File: config.mk
export PLATFORM = sky130hd
export DESIGN_NAME = alu_exec_unit
export DESIGN_NICKNAME = d
export VERILOG_FILES = /design/src/rtl/alu_exec_unit.sv
export SDC_FILE = /design/constraint.sdc
export NUM_CORES = 1
export LEC_CHECK = 0
export ABC_AREA = 0
export ABC_CLOCK_PERIOD_IN_PS = 7540
export BUFFER_PORTS_ARGS = -buffer_cell sky130_fd_sc_hd__buf_4
export CORE_MARGIN = 2
export CORE_UTILIZATION = 55
export DETAILED_ROUTE_END_ITERATION = 10
export PLACE_DENSITY = 0.83
export SLEW_MARGIN = 10
export SYNTH_ARGS = -nofsm -noshare
export SYNTH_HDL_FRONTEND = slang
export SYNTH_SLANG_ARGS = --single-unit
File: constraint.sdc
create_clock -name clk_i -period 7.54 [get_ports clk_i]
set_clock_uncertainty 0.1 [all_clocks]
set_input_delay 1.131 -clock clk_i [delete_from_list [all_inputs] [get_ports clk_i]]
set_output_delay 1.131 -clock clk_i [all_outputs]
set_load 0.05 [all_outputs]
File: src/rtl/alu_exec_unit.sv
// ---------------------------------------------------------------------------
// alu_exec_unit
//
// Execute-stage datapath for the single-cycle MIPS core. It combines the
// ALU-control decoder, the 32-bit ALU, the PC+4 adder and the branch-target
// adder. It also holds a small registered N/Z/V status-flag set that feeds the
// status-branch/jump logic. Everything is combinational except the three
// status flags.
//
// Ports:
//   clk_i            system clock; the flags update on its rising edge
//   rst_ni           asynchronous active-low reset; clears the flags only
//   aluop_i[1:0]     {aluop1,aluop0} from main control
//   funct_i[5:0]     instruction bits [5:0], decoded when aluop_i is 1x
//   a_i[W-1:0]       operand A (register read data 1)
//   b_i[W-1:0]       operand B (ALUSrc mux output)
//   pc_i[W-1:0]      current program counter
//   imm_sext_i[W-1:0] sign-extended 16-bit immediate
//   flag_we_i        capture the status flags at this clock edge
//   gout_o[2:0]      decoded ALU operation select
//   result_o[W-1:0]  ALU result
//   zero_o           high when result_o is all zeros
//   pc_plus4_o       pc_i + PC_INC
//   branch_target_o  pc_plus4_o + (imm_sext_i << 2)
//   flag_n_o         registered negative flag
//   flag_z_o         registered zero flag
//   flag_v_o         registered signed-overflow flag
// ---------------------------------------------------------------------------
module alu_exec_unit #(
    parameter int          WIDTH  = 32,
    parameter int unsigned PC_INC = 4
) (
    input  logic             clk_i,
    input  logic             rst_ni,
    input  logic [1:0]       aluop_i,
    input  logic [5:0]       funct_i,
    input  logic [WIDTH-1:0] a_i,
    input  logic [WIDTH-1:0] b_i,
    input  logic [WIDTH-1:0] pc_i,
    input  logic [WIDTH-1:0] imm_sext_i,
    input  logic             flag_we_i,
    output logic [2:0]       gout_o,
    output logic [WIDTH-1:0] result_o,
    output logic             zero_o,
    output logic [WIDTH-1:0] pc_plus4_o,
    output logic [WIDTH-1:0] branch_target_o,
    output logic             flag_n_o,
    output logic             flag_z_o,
    output logic             flag_v_o
);

    // ALU operation encodings carried on gout_o
    localparam logic [2:0] GOUT_AND = 3'b000;
    localparam logic [2:0] GOUT_OR  = 3'b001;
    localparam logic [2:0] GOUT_ADD = 3'b010;
    localparam logic [2:0] GOUT_NOR = 3'b100;
    localparam logic [2:0] GOUT_SUB = 3'b110;
    localparam logic [2:0] GOUT_SLT = 3'b111;

    // R-type function codes
    localparam logic [5:0] FUNCT_ADD = 6'b100000;
    localparam logic [5:0] FUNCT_SUB = 6'b100010;
    localparam logic [5:0] FUNCT_AND = 6'b100100;
    localparam logic [5:0] FUNCT_OR  = 6'b100101;
    localparam logic [5:0] FUNCT_NOR = 6'b100111;
    localparam logic [5:0] FUNCT_SLT = 6'b101010;

    localparam logic [WIDTH-1:0] PcInc = WIDTH'(PC_INC);
    localparam logic [WIDTH-1:0] One   = WIDTH'(1);

    logic [2:0]       goutSel;
    logic [WIDTH-1:0] sumAdd;
    logic [WIDTH-1:0] diffSub;
    logic             ovfAdd;
    logic             ovfSub;
    logic             lessThan;
    logic [WIDTH-1:0] aluResult;
    logic             aluOverflow;
    logic             aluZero;

    logic flagN_q, flagN_d;
    logic flagZ_q, flagZ_d;
    logic flagV_q, flagV_d;

    // ALU-control decoder: loads/stores add, beq subtracts, R-type looks at
    // funct. Unknown funct codes fall back to add so the ALU never idles on
    // an undefined select.
    always_comb begin
        goutSel = GOUT_ADD;
        case (aluop_i)
            2'b00: goutSel = GOUT_ADD;
            2'b01: goutSel = GOUT_SUB;
            default: begin
                case (funct_i)
                    FUNCT_ADD: goutSel = GOUT_ADD;
                    FUNCT_SUB: goutSel = GOUT_SUB;
                    FUNCT_AND: goutSel = GOUT_AND;
                    FUNCT_OR:  goutSel = GOUT_OR;
                    FUNCT_NOR: goutSel = GOUT_NOR;
                    FUNCT_SLT: goutSel = GOUT_SLT;
                    default:   goutSel = GOUT_ADD;
                endcase
            end
        endcase
    end

    // Subtraction is done as a + ~b + 1 so it shares the adder form. The
    // signed less-than uses the difference sign corrected by the overflow
    // bit, which stays right even when a - b overflows.
    always_comb begin
        sumAdd   = a_i + b_i;
        diffSub  = a_i + ~b_i + One;
        ovfAdd   = (a_i[WIDTH-1] == b_i[WIDTH-1]) && (sumAdd[WIDTH-1] != a_i[WIDTH-1]);
        ovfSub   = (a_i[WIDTH-1] != b_i[WIDTH-1]) && (diffSub[WIDTH-1] != a_i[WIDTH-1]);
        lessThan = diffSub[WIDTH-1] ^ ovfSub;
    end

    // Result and overflow selection. The unused selects 011 and 101 give 0.
    always_comb begin
        aluResult   = '0;
        aluOverflow = 1'b0;
        case (goutSel)
            GOUT_ADD: begin
                aluResult   = sumAdd;
                aluOverflow = ovfAdd;
            end
            GOUT_SUB: begin
                aluResult   = diffSub;
                aluOverflow = ovfSub;
            end
            GOUT_AND: aluResult = a_i & b_i;
            GOUT_OR:  aluResult = a_i | b_i;
            GOUT_NOR: aluResult = ~(a_i | b_i);
            GOUT_SLT: aluResult = {{(WIDTH-1){1'b0}}, lessThan};
            default:  aluResult = '0;
        endcase
        aluZero = ~|aluResult;
    end

    // The status register captures the flags of whatever the ALU is computing
    // when flag_we_i is high.
    always_comb begin
        flagN_d = aluResult[WIDTH-1];
        flagZ_d = aluZero;
        flagV_d = aluOverflow;
    end

    // Reset clears the flags asynchronously and takes priority over
    // flag_we_i.
    always_ff @(posedge clk_i or negedge rst_ni) begin
        if (!rst_ni) begin
            flagN_q <= 1'b0;
            flagZ_q <= 1'b0;
            flagV_q <= 1'b0;
        end else if (flag_we_i) begin
            flagN_q <= flagN_d;
            flagZ_q <= flagZ_d;
            flagV_q <= flagV_d;
        end
    end

    // Both PC adders wrap silently modulo 2^WIDTH.
    assign pc_plus4_o      = pc_i + PcInc;
    assign branch_target_o = pc_plus4_o + (imm_sext_i << 2);

    assign gout_o   = goutSel;
    assign result_o = aluResult;
    assign zero_o   = aluZero;
    assign flag_n_o = flagN_q;
    assign flag_z_o = flagZ_q;
    assign flag_v_o = flagV_q;

endmodule

==> results.ini, run 1 <==
[setup_path]
required_ns = 6.31
setup.worst_path.start_class = primary input
crit_buf_inv = 4
path_delay_family = compound AO/OA/AOI/OAI gates
worstSetupPathType = primary input to output pin
worstPathCellList = buf_4 > inv_1 > ha_1 > o21ba_2 > nor4_2 > o21a_2 > o21ai_2 > o221ai_2 > o211ai_1 > o21a_1 > o21bai_1 > a21oi_1 > fa_1 > a2111o_1 > o211ai_1 > o211ai_1 > or4_1 > nor4_1 > nand4b_1 > nor4_2 > buf_4 > and4_1 > buf_4
worstPathArrival_ns = 6.10
cp_slowest_stage_delay_ns = 0.40
cp-end-kind = output pin
crit_slowest_cell = or4_1
crit_fanout = 5

[logic_synthesis]
synth_cell_types = 88
ys.flop_type = dfrtp_1
ys_warn_count = 0
avgSynthCellArea_sq_um = 6.80
async_reset_ff_frac = 1.00
synth_area_sq_um = 7880
synthCells = 1159
synth_edf_count = 0
yosysSeqAreaShare = 0.00953
syn_nets = 1431
ys_ff_latch = 3

[cts]
clock_path_buffers = 2
ctsHoldBuffers = 0
numCtsBuffers = 3
cts.htree.levels = 1
clock_latency_ns = 0.22
cts_tree = built
cts_root_buf = clkbuf_16
clkTransAtPathRegs_ns = 0.03
post_cts_buffers = 0
cts_sinks = 3

[global_route]
grt_use_total = 0.349
overflow = 0
grt_pass1_wl_um = 43500
antenna_found_initial = 0
grt_pass1_vias = 8908
use_met1 = 0.426
grt_max_degree = 38
met3_usage = 0.0618
busiest_layer = met2
use_met2 = 0.603

[sta]
finalCritPeriodShare = 0.973
drv_slew = 0
slew_headroom = 0.179
fin_crit_ns = 7.34
setup_viol = 0
hold_viol_final = 0
worst_pin_slew_ns = 1.23
grt_setup_unrepaired = no
fin_setup_tns_ns = 0
fmax_ghz = 0.136

[power_and_ir_drop]
power.density_nw_per_um2 = 126
p_leak_nw = 4.82
power_mw = 1.25
worst_ir_drop_vdd_uv = 163

[place]
dpl_cell_area_sq_um = 9850
place.gp.congestion = 0.995
io_buffers = 233
dp.cells = 1544
place_hpwl_um = 23100

[layout]
diodes = 0
fin_util = 0.714
num-nets-final = 1641
final_common_cell = buf_4
stdcell_count = 1548
area_delta_synth_final_pct = 26.3
final_cell_mix = buf_4 (266), ha_1 (129), a21oi_1 (112)
layout-drive-gt1-share = 0.232
postLayoutCellArea_sq_um = 9960

[outcome]
status = complete, no violations

[floorplan]
io_pins = 242
die_area_sq_um = 15300
die_w_um = 124
die_y_um = 124
start_util = 0.566
row_count = 43
core_sq_um = 13900

[routing]
via_per_inst = 6.35
drtAntennaViolNets = 0
remaining_drc_errors = 0
drt_wl_total_um = 28500
vias = 9828
firstDrtPassIters = 7
drt_iter0_drc = 926
wire_per_inst_um = 18.4

[worst_hold_path]
hp-class = flip-flop to flip-flop

[run]
max_cap_violations = 0

timing repair:
item                                   in CTS  in global routing
resized for setup                           0                  5
endpoints found under the hold margin       0                  0
setup endpoints to repair                   0                  1
report_power, final:
part | internal (mW) | switching, mW
registers | 0.0180 | 0.00105
logic | 0.399 | 0.749
clock network | 0.0697 | 0.0140
final cells by class:
cell class	count	area, sq um
multi-input combinational	989	7180
fill	1189	3980
timing repair buffer	266	2000
inverter	106	398
tap	180	225
clock buffer	4	78.8
sequential	3	75.1
state kept, by name (all words and copies together) (netlist names):
name / flops
flag_n_o: 1
flag_v_o: 1
flag_z_o: 1
Yosys cell counts (6+ instances only):
master	n	area, sq um
o21a_1	11	82.6
clkbuf_1	39	146
nor2b_1	15	93.8
nor3_1	32	160
and2_1	6	37.5
o221ai_1	8	70.1
nor2_1	102	383
a221oi_1	12	105
nand4_1	15	93.8
a211oi_1	22	165
nand2b_1	11	68.8
o211ai_1	39	293
ha_1	129	1610
o22ai_1	6	37.5
o21ai_0	58	290
or2_2	10	62.6
nor4_1	10	62.6
and3_1	13	81.3
o21bai_1	19	143
inv_1	106	398
buf_2	12	60.1
a31o_2	6	52.6
a21o_1	25	188
o211a_1	7	70.1
xnor2_1	51	447
a21oi_1	112	561
mux2i_1	10	100
a221o_1	9	90.1
nand3_1	26	130
a31oi_1	11	68.8
a211o_1	7	61.3
nand2_1	70	263
xor2_1	16	140
o31ai_1	13	97.6
or3_1	8	50.1
through the flow:
| step | hold slack, ns | setup WS, ns |
|---|---|---|
| after floorplan | 0.658 | 0.184 |
| after global placement | 0.372 | 0.222 |
| after detailed placement | 0.382 | 0.0930 |
| after CTS | 0.388 | 0.0646 |
| after global routing | 0.405 | 0.0257 |
| final | 0.383 | 0.204 |
final timing paths:
| path | slack [ns] | end | cells past startpoint | from |
|---|---|---|---|---|
| max | 0.20 | zero_o | 23 | a_i[1] |
| min | 0.38 | flag_z_o | 1 | flag_z_o |
| max reg2reg | 6.68 | flag_z_o | 1 | flag_z_o |
| min reg2reg | 0.38 | flag_z_o | 1 | flag_z_o |
| max in group asynchronous | 6.65 | flag_n_o | 1 | rst_ni |
| min in group asynchronous | 0.59 | flag_z_o | 1 | rst_ni |
routing by layer:
metal | up-vias | wire length [um]
met1 | 4449 | 11100
met4 | 0 | 1300
met2 | 579 | 13000
li1 | 4703 | -
met5 | - | 0
met3 | 97 | 3100
kinds of logic (layout without fill, tap and decap cells):
kind of cell	Yosys count	in the layout	share of synthesized area
buf+inv	167	376	0.0838
simple gates	346	346	0.220
mux	12	12	0.0156
fa+ha+maj	133	133	0.215
flops	3	3	0.00953
compound gates	431	431	0.381
xor+xnor	67	67	0.0745
No activity file was read; power rests on OpenSTA's default activity.
==> inputs of run 2 (changes only) <==
- CTS_BUF_LIST: default -> sky130_fd_sc_hd__clkbuf_16
==> run 2 against run 1 <==
Design area is the same; highest routed layer unchanged; largest cell class unchanged; hold slack hardly changed; cell count stayed put; sequential share of layout area is the same; combinational power hardly changed; global-route usage did not move; clock-buffer cell count shrank 1.
==> results.ini, run 2 (same netlist as run 1, synthesis figures left out) <==
[power_and_ir_drop]
p_leak_nw = 4.83  ; about the same
power_mw = 1.25  ; about the same
worst_ir_drop_vdd_uv = 163  ; about the same
power.density_nw_per_um2 = 126  ; about the same

[cts]
clock_latency_ns = 0.22  ; about the same
numCtsBuffers = 3  ; unchanged
cts_root_buf = clkbuf_16
clkTransAtPathRegs_ns = 0.03  ; about the same
cts_tree = built
ctsHoldBuffers = 0  ; unchanged
cts.htree.levels = 1  ; unchanged
clock_path_buffers = 2  ; unchanged
cts_sinks = 3  ; unchanged

[global_route]
grt_pass1_vias = 8908  ; unchanged
overflow = 0  ; unchanged
grt_use_total = 0.349  ; unchanged
antenna_found_initial = 0  ; unchanged
grt_pass1_wl_um = 43500  ; unchanged
grt_max_degree = 38  ; unchanged

[layout]
num-nets-final = 1641  ; unchanged
area_delta_synth_final_pct = 26.3  ; unchanged
postLayoutCellArea_sq_um = 9960  ; unchanged
final_cell_mix = buf_4 (266), ha_1 (129), a21oi_1 (112)
fillerInstances = 1189  ; unchanged
diodes = 0  ; unchanged
final_common_cell = buf_4
layout-drive-gt1-share = 0.232  ; unchanged
stdcell_count = 1548  ; unchanged

[routing]
via_per_inst = 6.36  ; +0.18%
drt_iter0_drc = 926  ; unchanged
drtAntennaViolNets = 0  ; unchanged
drt_wl_total_um = 28600  ; +0.29%
remaining_drc_errors = 0  ; unchanged
wire_per_inst_um = 18.5  ; +0.29%
firstDrtPassIters = 6  ; -1
vias = 9846  ; +0.18%

[floorplan]
die_y_um = 124  ; unchanged
start_util = 0.566  ; unchanged
die_area_sq_um = 15300  ; unchanged
io_pins = 242  ; unchanged
core_sq_um = 13900  ; unchanged
row_count = 43  ; unchanged
die_w_um = 124  ; unchanged

[setup_path]
required_ns = 6.31  ; about the same
worstPathArrival_ns = 6.09  ; about the same
crit_fanout = 5  ; unchanged
setup.worst_path.start_class = primary input
worstSetupPathType = primary input to output pin
cp-end-kind = output pin

[sta]
finalCritPeriodShare = 0.971  ; -0.00193
drv_slew = 0  ; unchanged
worst_pin_slew_ns = 1.23  ; +0.00209 ns
grt_setup_unrepaired = no
setup_viol = 0  ; unchanged
fmax_ghz = 0.137  ; +0.20%
fin_setup_tns_ns = 0  ; unchanged
hold_viol_final = 0  ; unchanged
fin_crit_ns = 7.32  ; -0.0145 ns
timing.final.ws_setup_ns = 0.219  ; +0.0145 ns
slew_headroom = 0.178  ; -0.00139

[run]
max_cap_violations = 0  ; unchanged

[place]
place_hpwl_um = 23100  ; unchanged
dp_slack_ns = 0.0930  ; unchanged
dpl_cell_area_sq_um = 9850  ; unchanged
io_buffers = 233  ; unchanged
dp.cells = 1544  ; unchanged
place.gp.congestion = 0.995  ; unchanged

[outcome]
status = complete, no violations

[worst_hold_path]
hp-class = flip-flop to flip-flop

==> run 2: cell types whose count changed in the layout (fill, tap and decap cells not counted) <==
cell	previous run	this run
clkbuf_1	1	0
inv_1	106	107
==> run 2: layer usage <==
| metal | up-vias | GRT usage | wire length [um] |
|---|---|---|---|
| met5 | - | 0 | 0 |
| met4 | 0 | 0.144 | 1320 |
| met3 | 98 | 0.0618 | 3050 |
| met2 | 573 | 0.603 | 13000 |
| met1 | 4473 | 0.426 | 11200 |
| li1 | 4702 | - | - |
==> run 2: cell type report <==
class,instances,area [sq um],area share
inverters,106,398,0.0400
clock buffers,3,75.1,0.00754
multi-input cells,989,7180,0.721
flip-flops and latches,3,75.1,0.00754
well taps,180,225,0.0226
clock inverters,1,3.75,0.000377
repair buffers,266,2000,0.201
==> run 2: power by group <==
| group | leakage [nW] | switching (mW) | internal (mW) |
|---|---|---|---|
| registers | 0.0378 | 0.00106 | 0.0180 |
| clock network | 0.0423 | 0.0141 | 0.0683 |
| logic | 4.75 | 0.750 | 0.399 |
| total | 4.83 | 0.765 | 0.486 |
==> run 2: repair_timing <==
| item | 4_1_cts | 5_1_grt |
|---|---|---|
| resized for setup | 0 | 5 |
| buffers inserted | 0 | 0 |
| setup endpoints to repair | 0 | 1 |
==> run 2: critical path, cell delays in order <==
cell and delay, ns:
buf_4 0.11, inv_1 0.07, ha_1 0.33, o21ba_2 0.23, nor4_2 0.22, o21a_2 0.26
o21ai_2 0.10, o221ai_2 0.24, o211ai_1 0.20, o21a_1 0.21, o21bai_1 0.14, a21oi_1 0.10
fa_1 0.37, a2111o_1 0.38, o211ai_1 0.17, o211ai_1 0.13, or4_1 0.40, nor4_1 0.23
nand4b_1 0.16, nor4_2 0.32, buf_4 0.17, and4_1 0.21, buf_4 0.21
==> run 2: metrics by stage <==
stage | utilization | hold WS [ns]
after floorplan | - | 0.658
after global placement | 0.707 | 0.372
after detailed placement | 0.707 | 0.382
after CTS | 0.713 | 0.388
after global routing | 0.714 | 0.405
final | 0.714 | 0.383
==> run 2: path summary, 6_finish.rpt <==
kind	endpoint	from	slack, ns	cells after the start
max in group asynchronous	flag_n_o	rst_ni	6.65	1
min	flag_z_o	flag_z_o	0.38	1
min in group asynchronous	flag_z_o	rst_ni	0.59	1
max	zero_o	a_i[1]	0.22	23
max reg2reg	flag_z_o	flag_z_o	6.68	1
min reg2reg	flag_z_o	flag_z_o	0.38	1
